<file path="src/rtl/taillight_cmd_encoder.sv">
// taillight_cmd_encoder
//
// Front end of the taillight datapath. The four raw driver switches are synchronized,
// debounced and arbitrated by a small FSM. The result is a registered 4-bit command code
// {hazard, brake, left_n_right, turn} for the LED sequencer.
//
// Build option: define TURN_AUTOCANCEL_EN for latched turn signals with auto-cancel.
// Without it, turn signals follow the debounced switch levels, no cancel counter is built
// and cancel_pulse_o is tied low.
//
// Parameters:
//   DEBOUNCE_CYCLES  consecutive disagreeing cycles before a debounced level flips (1..255)
//   CANCEL_CYCLES    turn auto-cancel duration in cycles (1..65535, latched build only)
//
// Ports:
//   clk             clock
//   rst             asynchronous active-low reset
//   sw_left_i       raw left-turn switch (asynchronous, active-high)
//   sw_right_i      raw right-turn switch (asynchronous, active-high)
//   sw_brake_i      raw brake switch (asynchronous, active-high)
//   sw_hazard_i     raw hazard switch (asynchronous, active-high)
//   state_o         registered command code {hazard, brake, left_n_right, turn}
//   cancel_pulse_o  one-cycle pulse, coincident with the IDLE code after an auto-cancel
module taillight_cmd_encoder #(
    parameter int unsigned DEBOUNCE_CYCLES = 4,
    parameter int unsigned CANCEL_CYCLES   = 24
) (
    input  logic       clk,
    input  logic       rst,
    input  logic       sw_left_i,
    input  logic       sw_right_i,
    input  logic       sw_brake_i,
    input  logic       sw_hazard_i,
    output logic [3:0] state_o,
    output logic       cancel_pulse_o
);

    localparam int unsigned NumSw     = 4;
    localparam int unsigned IdxLeft   = 0;
    localparam int unsigned IdxRight  = 1;
    localparam int unsigned IdxBrake  = 2;
    localparam int unsigned IdxHazard = 3;

    localparam logic [7:0]  DbLast     = 8'(DEBOUNCE_CYCLES - 1);
    localparam logic [15:0] CancelLoad = 16'(CANCEL_CYCLES - 1);

    typedef enum logic [1:0] {StIdle, StLeft, StRight, StHazard} fsm_e;

    // ------------------------------------------------------------------
    // Synchronizers
    // ------------------------------------------------------------------
    logic [NumSw-1:0] sw_raw;
    logic [NumSw-1:0] sync1_q, sync2_q;

    assign sw_raw = {sw_hazard_i, sw_brake_i, sw_right_i, sw_left_i};

    always_ff @(posedge clk or negedge rst) begin
        if (!rst) begin
            sync1_q <= '0;
            sync2_q <= '0;
        end else begin
            sync1_q <= sw_raw;
            sync2_q <= sync1_q;
        end
    end

    // ------------------------------------------------------------------
    // Debouncers
    // ------------------------------------------------------------------
    logic [NumSw-1:0]      level_q, level_d;
    logic [NumSw-1:0][7:0] db_cnt_q, db_cnt_d;

    always_comb begin
        level_d  = level_q;
        db_cnt_d = '0;
        for (int i = 0; i < NumSw; i++) begin
            if (sync2_q[i] != level_q[i]) begin
                // The D-th consecutive disagreeing cycle flips the level; counter clears.
                if (db_cnt_q[i] == DbLast) begin
                    level_d[i] = ~level_q[i];
                end else begin
                    db_cnt_d[i] = db_cnt_q[i] + 8'd1;
                end
            end
        end
    end

    always_ff @(posedge clk or negedge rst) begin
        if (!rst) begin
            level_q  <= '0;
            db_cnt_q <= '0;
        end else begin
            level_q  <= level_d;
            db_cnt_q <= db_cnt_d;
        end
    end

    logic lvl_left, lvl_right, lvl_brake, lvl_hazard;

    assign lvl_left   = level_q[IdxLeft];
    assign lvl_right  = level_q[IdxRight];
    assign lvl_brake  = level_q[IdxBrake];
    assign lvl_hazard = level_q[IdxHazard];

    // ------------------------------------------------------------------
    // Arbitration FSM
    // ------------------------------------------------------------------
    fsm_e       fsm_q, fsm_d;
    logic [3:0] state_q, state_d;

`ifdef TURN_AUTOCANCEL_EN
    logic [1:0]  prev_q;
    logic        rise_left, rise_right;
    logic [15:0] cnt_q, cnt_d;
    logic        pulse_q, pulse_d;

    assign rise_left  = lvl_left & ~prev_q[0];
    assign rise_right = lvl_right & ~prev_q[1];

    always_comb begin
        fsm_d   = fsm_q;
        cnt_d   = cnt_q;
        pulse_d = 1'b0;
        if (lvl_hazard) begin
            fsm_d = StHazard;
            cnt_d = '0;
        end else begin
            unique case (fsm_q)
                StHazard: fsm_d = StIdle;
                StIdle: begin
                    // Simultaneous rises are ambiguous; stay idle.
                    if (rise_left && !rise_right) begin
                        fsm_d = StLeft;
                        cnt_d = CancelLoad;
                    end else if (rise_right && !rise_left) begin
                        fsm_d = StRight;
                        cnt_d = CancelLoad;
                    end
                end
                StLeft: begin
                    // A same-direction re-press wins over an expiry in the same cycle.
                    if (rise_left) begin
                        cnt_d = CancelLoad;
                    end else if (rise_right) begin
                        fsm_d = StRight;
                        cnt_d = CancelLoad;
                    end else if (cnt_q == '0) begin
                        fsm_d   = StIdle;
                        pulse_d = 1'b1;
                    end else begin
                        cnt_d = cnt_q - 16'd1;
                    end
                end
                StRight: begin
                    if (rise_right) begin
                        cnt_d = CancelLoad;
                    end else if (rise_left) begin
                        fsm_d = StLeft;
                        cnt_d = CancelLoad;
                    end else if (cnt_q == '0) begin
                        fsm_d   = StIdle;
                        pulse_d = 1'b1;
                    end else begin
                        cnt_d = cnt_q - 16'd1;
                    end
                end
                default: fsm_d = StIdle;
            endcase
        end
    end

    assign cancel_pulse_o = pulse_q;
`else
    // Set by hazard; a turn switch held through a hazard must be released before it can
    // light the turn signal again.
    logic blk_q, blk_d;

    always_comb begin
        blk_d = blk_q;
        if (lvl_hazard) begin
            blk_d = 1'b1;
        end else if (!lvl_left && !lvl_right) begin
            blk_d = 1'b0;
        end

        fsm_d = StIdle;
        if (lvl_hazard) begin
            fsm_d = StHazard;
        end else if (fsm_q == StHazard) begin
            fsm_d = StIdle;
        end else if (lvl_left && !lvl_right && !blk_q) begin
            fsm_d = StLeft;
        end else if (lvl_right && !lvl_left && !blk_q) begin
            fsm_d = StRight;
        end
    end

    logic unused_cancel;
    assign unused_cancel  = ^CancelLoad;
    assign cancel_pulse_o = 1'b0;
`endif

    // Output code is decoded from the next state so it registers alongside it.
    always_comb begin
        state_d = {1'b0, lvl_brake, 2'b00};
        unique case (fsm_d)
            StHazard: state_d = {1'b1, lvl_brake, 2'b00};
            StLeft:   state_d = {1'b0, lvl_brake, 2'b11};
            StRight:  state_d = {1'b0, lvl_brake, 2'b01};
            default:  state_d = {1'b0, lvl_brake, 2'b00};
        endcase
    end

    always_ff @(posedge clk or negedge rst) begin
        if (!rst) begin
            fsm_q   <= StIdle;
            state_q <= 4'b0000;
`ifdef TURN_AUTOCANCEL_EN
            prev_q  <= '0;
            cnt_q   <= '0;
            pulse_q <= 1'b0;
`else
            blk_q   <= 1'b0;
`endif
        end else begin
            fsm_q   <= fsm_d;
            state_q <= state_d;
`ifdef TURN_AUTOCANCEL_EN
            prev_q  <= {lvl_right, lvl_left};
            cnt_q   <= cnt_d;
            pulse_q <= pulse_d;
`else
            blk_q   <= blk_d;
`endif
        end
    end

    assign state_o = state_q;

endmodule

</file>
<file path="config.mk">
export PLATFORM = sky130hd
export DESIGN_NAME = taillight_cmd_encoder
export DESIGN_NICKNAME = d
export VERILOG_FILES = /design/src/rtl/taillight_cmd_encoder.sv
export SDC_FILE = /design/constraint.sdc
export NUM_CORES = 1
export LEC_CHECK = 0
export ABC_CLOCK_PERIOD_IN_PS = 1600
export CORE_MARGIN = 4
export CORE_UTILIZATION = 48
export CTS_CLUSTER_SIZE = 28
export DETAILED_ROUTE_END_ITERATION = 10
export PLACE_DENSITY = 0.66
export SYNTH_ARGS = -nofsm -noshare
export SYNTH_HDL_FRONTEND = slang
export SYNTH_SLANG_ARGS = --single-unit
</file>
<file path="constraint.sdc">
create_clock -name clk -period 1.6 [get_ports clk]
set_clock_uncertainty 0.2 [all_clocks]
set_input_delay 0.16 -clock clk [delete_from_list [all_inputs] [get_ports clk]]
set_output_delay 0.16 -clock clk [all_outputs]
set_load 0.02 [all_outputs]
</file>
==> reports/qor.yml <==
status: "complete, no violations"
intPower_uw: 2341
syn_area_per_cell_um2: 11.27
finalMaxSlewViolations: 0
cts_sinks: 51
postRouteAntennaNets: 0
cts.path.max_buffers: 2
numPlacedInstances: 260
critPathCaptureType: "output port"
total_power_uw: 3527
port_buffers: 9
gr-total-overflow: 0
ir_drop_v: 0.0007602
timing.fmax_ghz: 0.6365
synth_top_area_cell: "dfrtp_1"
cp_cell_sequence: "clkdlybuf4s50_1"
final_hold_viol_count: 0
first_pass_iters: 4
synth.most_common_cell: "dfrtp_1"
drc: 0
pwr-share-clk: 0.202
grt_pass1_wl_um: 6258
diodes: 0
initial_utilization: 0.4989
wirelength_um: 3584
placedInstanceArea_um2: 2387
required_ns: 1.24
nNetsFinal: 235
yosys-top-cells-count: "51 x dfrtp_1, 20 x nor2_1, 14 x a21oi_1, 14 x nand3_1, 13 x o21ai_0"
p_sw_uw: 1186
cp_top_family: "buffers and inverters"
switching_share: 0.3363
comb_power_share: 0.301
cts_root_buffer: "clkbuf_8"
htreeDepth: 2
dieArea_um2: 5700
drtIter0Drc: 77
synthFlopType: "dfrtp_1"
fin_cells: 272
areaGrowthSynthToFinish_pct: 16.48
finalCriticalPeriod_ns: 1.571
fp.dieW_um: 75.50
synth_async_sr_flop_share: 1.000
p_per_area_nw_per_um2: 1385
synth-seq-cells: 51
syn_inst: 194
ys_warn_count: 0
leakage_uw: 0.001154
ioPinCount: 11
fillCellCount: 389
pwr-share-seq: 0.497
grt_max_degree: 52
grt_pass1_vias: 1456
ys_seq_area_frac: 0.5835
netlist_area_um2: 2187
synth_edf_count: 0
setup_viol: 0
crit_buf_inv: 1
cts_tree: "yes"
syn-num-nets: 210
grtUsageTotal: 0.1431
num_rows: 24
critical_path_class: "flop to output port"
cts_buffers: 5
crit_fanout: 1
clk_pin_slew_ns: 0.09
antenna_found_initial: 0
grt_setup_unrepaired: "true"
drive_above_1_share: 0.1318
post_drt_via_cell_ratio: 5.360
dp.final_hpwl_um: 2454
routedWlPerCell_um: 13.18
gp_congestion: 0.8582
maxCapViolations: 0
r2r_slack_ns: 0.05
hold_path_class: "input port to flop"
crit_arrival_ns: 1.21
final_area_um2: 2547
cp-start-kind: "flop"
cp_slowest_stage_delay_ns: 0.59
crit_slowest_cell: "clkdlybuf4s50_1"
insertion_delay_ns: 0.30
vias: 1458
synthTopCellsByArea: "dfrtp_1 58%, ha_1 5.7%, nor2_1 3.4%"
min_period_over_period: 0.9820
synth_top_area_frac: 0.5835
coreArea_um2: 4384
synth_cell_types: 25
fp.dieH_um: 75.50
-- placed cells by master (no fill, tap or decap), types with 2 or more instances in the layout --
cell type,instances
dlymetal6s2s_1,2
o21ai_0,13
xnor2_1,8
nand3_1,14
buf_4,8
a31o_1,2
nand4_1,3
a21oi_1,13
ha_1,9
nand2_1,8
clkbuf_8,5
a21o_1,3
or3_1,12
dfrtp_1,50
inv_1,9
clkdlybuf4s50_1,5
nor4b_4,3
a21oi_2,2
nor2_1,20
xor2_1,8
nor3_1,4
-- routing by layer --
metal / vias up / part of all wire / global-route usage
met5: - / 0 / 0
met1: 713 / 0.46 / 0.1786
li1: 719 / - / -
met4: 0 / 0.011 / 0.05049
met3: 7 / 0.033 / 0.03562
met2: 19 / 0.50 / 0.2416
-- sequential cells by signal (all words and copies together) (netlist names) --
| signal | flops |
|---|---|
| sync2_q | 4 |
| blk_q | 1 |
| level_q | 4 |
| db_cnt_q | 32 |
| fsm_q | 2 |
| sync1_q | 4 |
| state_o | 4 |
-- final cells by class --
class | instances | area, um2 | area share
clock inverter | 2 | 12.51 | 0.004912
multi-input combinational | 132 | 903.4 | 0.3546
tap | 52 | 65.06 | 0.02554
sequential | 51 | 1277 | 0.5015
timing repair buffer | 19 | 178.9 | 0.07024
inverter | 10 | 37.54 | 0.01473
clock buffer | 6 | 72.57 | 0.02849
-- path summary, 6_finish.rpt --
path / endpoint / cells after the start / startpoint
worst max-delay path: state_o[2] / 1 / state_o[2]$_DFF_PN0_
worst min-delay path: sync1_q[3]$_DFF_PN0_ / 1 / sw_hazard_i
worst max register to register: level_q[3]$_DFFE_PN0P_ / 4 / db_cnt_q[25]$_DFF_PN0_
worst min register to register: sync2_q[2]$_DFF_PN0_ / 0 / sync1_q[2]$_DFF_PN0_
max in group asynchronous: db_cnt_q[24]$_DFF_PN0_ / 3 / rst
min in group asynchronous: db_cnt_q[8]$_DFF_PN0_ / 3 / rst
-- stage by stage --
stage | setup TNS [ns] | worst slack, ns | utilization | hold WS [ns]
6_report | 0 | 0.02881 | 0.5811 | 0.09268
2_1_floorplan | 0 | 0.1195 | - | -0.3356
3_3_place_gp | 0 | 0.06424 | 0.5445 | -0.03121
5_1_grt | -0.06180 | -0.04860 | 0.5811 | 0.09368
3_5_place_dp | 0 | 0.02054 | 0.5445 | -0.03243
4_1_cts | 0 | 0.002496 | 0.5659 | 0.08351
-- logic make-up (layout without fill, tap and decap cells) --
kind of cell,after synthesis,in the layout,synth area share
AND/OR/NAND/NOR,67,67,0.1682
multiplexers,2,2,0.01030
buffers and inverters,11,37,0.02059
AO/OA/AOI/OAI,36,36,0.09440
adder cells (fa/ha/maj),10,10,0.05721
XOR/XNOR,16,16,0.06408
other,1,1,0.001715
flip-flops,51,51,0.5835
-- repair_timing --
action	CTS	global route
buffers inserted	0	3
hold buffers	1	0
gates cloned	0	0
pin swaps	0	1
endpoints found under the hold margin	51	0
endpoints found under the setup margin	1	28
resized for setup	1	10
-- power groups by stage --
| stage | sequential, uW | clock (uW) | combinational [uW] |
|---|---|---|---|
| 5_1_grt | 1800 | 791 | 1210 |
| 6_report | 1750 | 712 | 1060 |
| 4_1_cts | 1750 | 734 | 1000 |
| 3_3_place_gp | 1760 | 0 | 976 |
| 2_1_floorplan | 1820 | 0 | 572 |
| 3_5_place_dp | 1780 | 0 | 1000 |
Note: power is estimated with default switching activity, not from simulation.
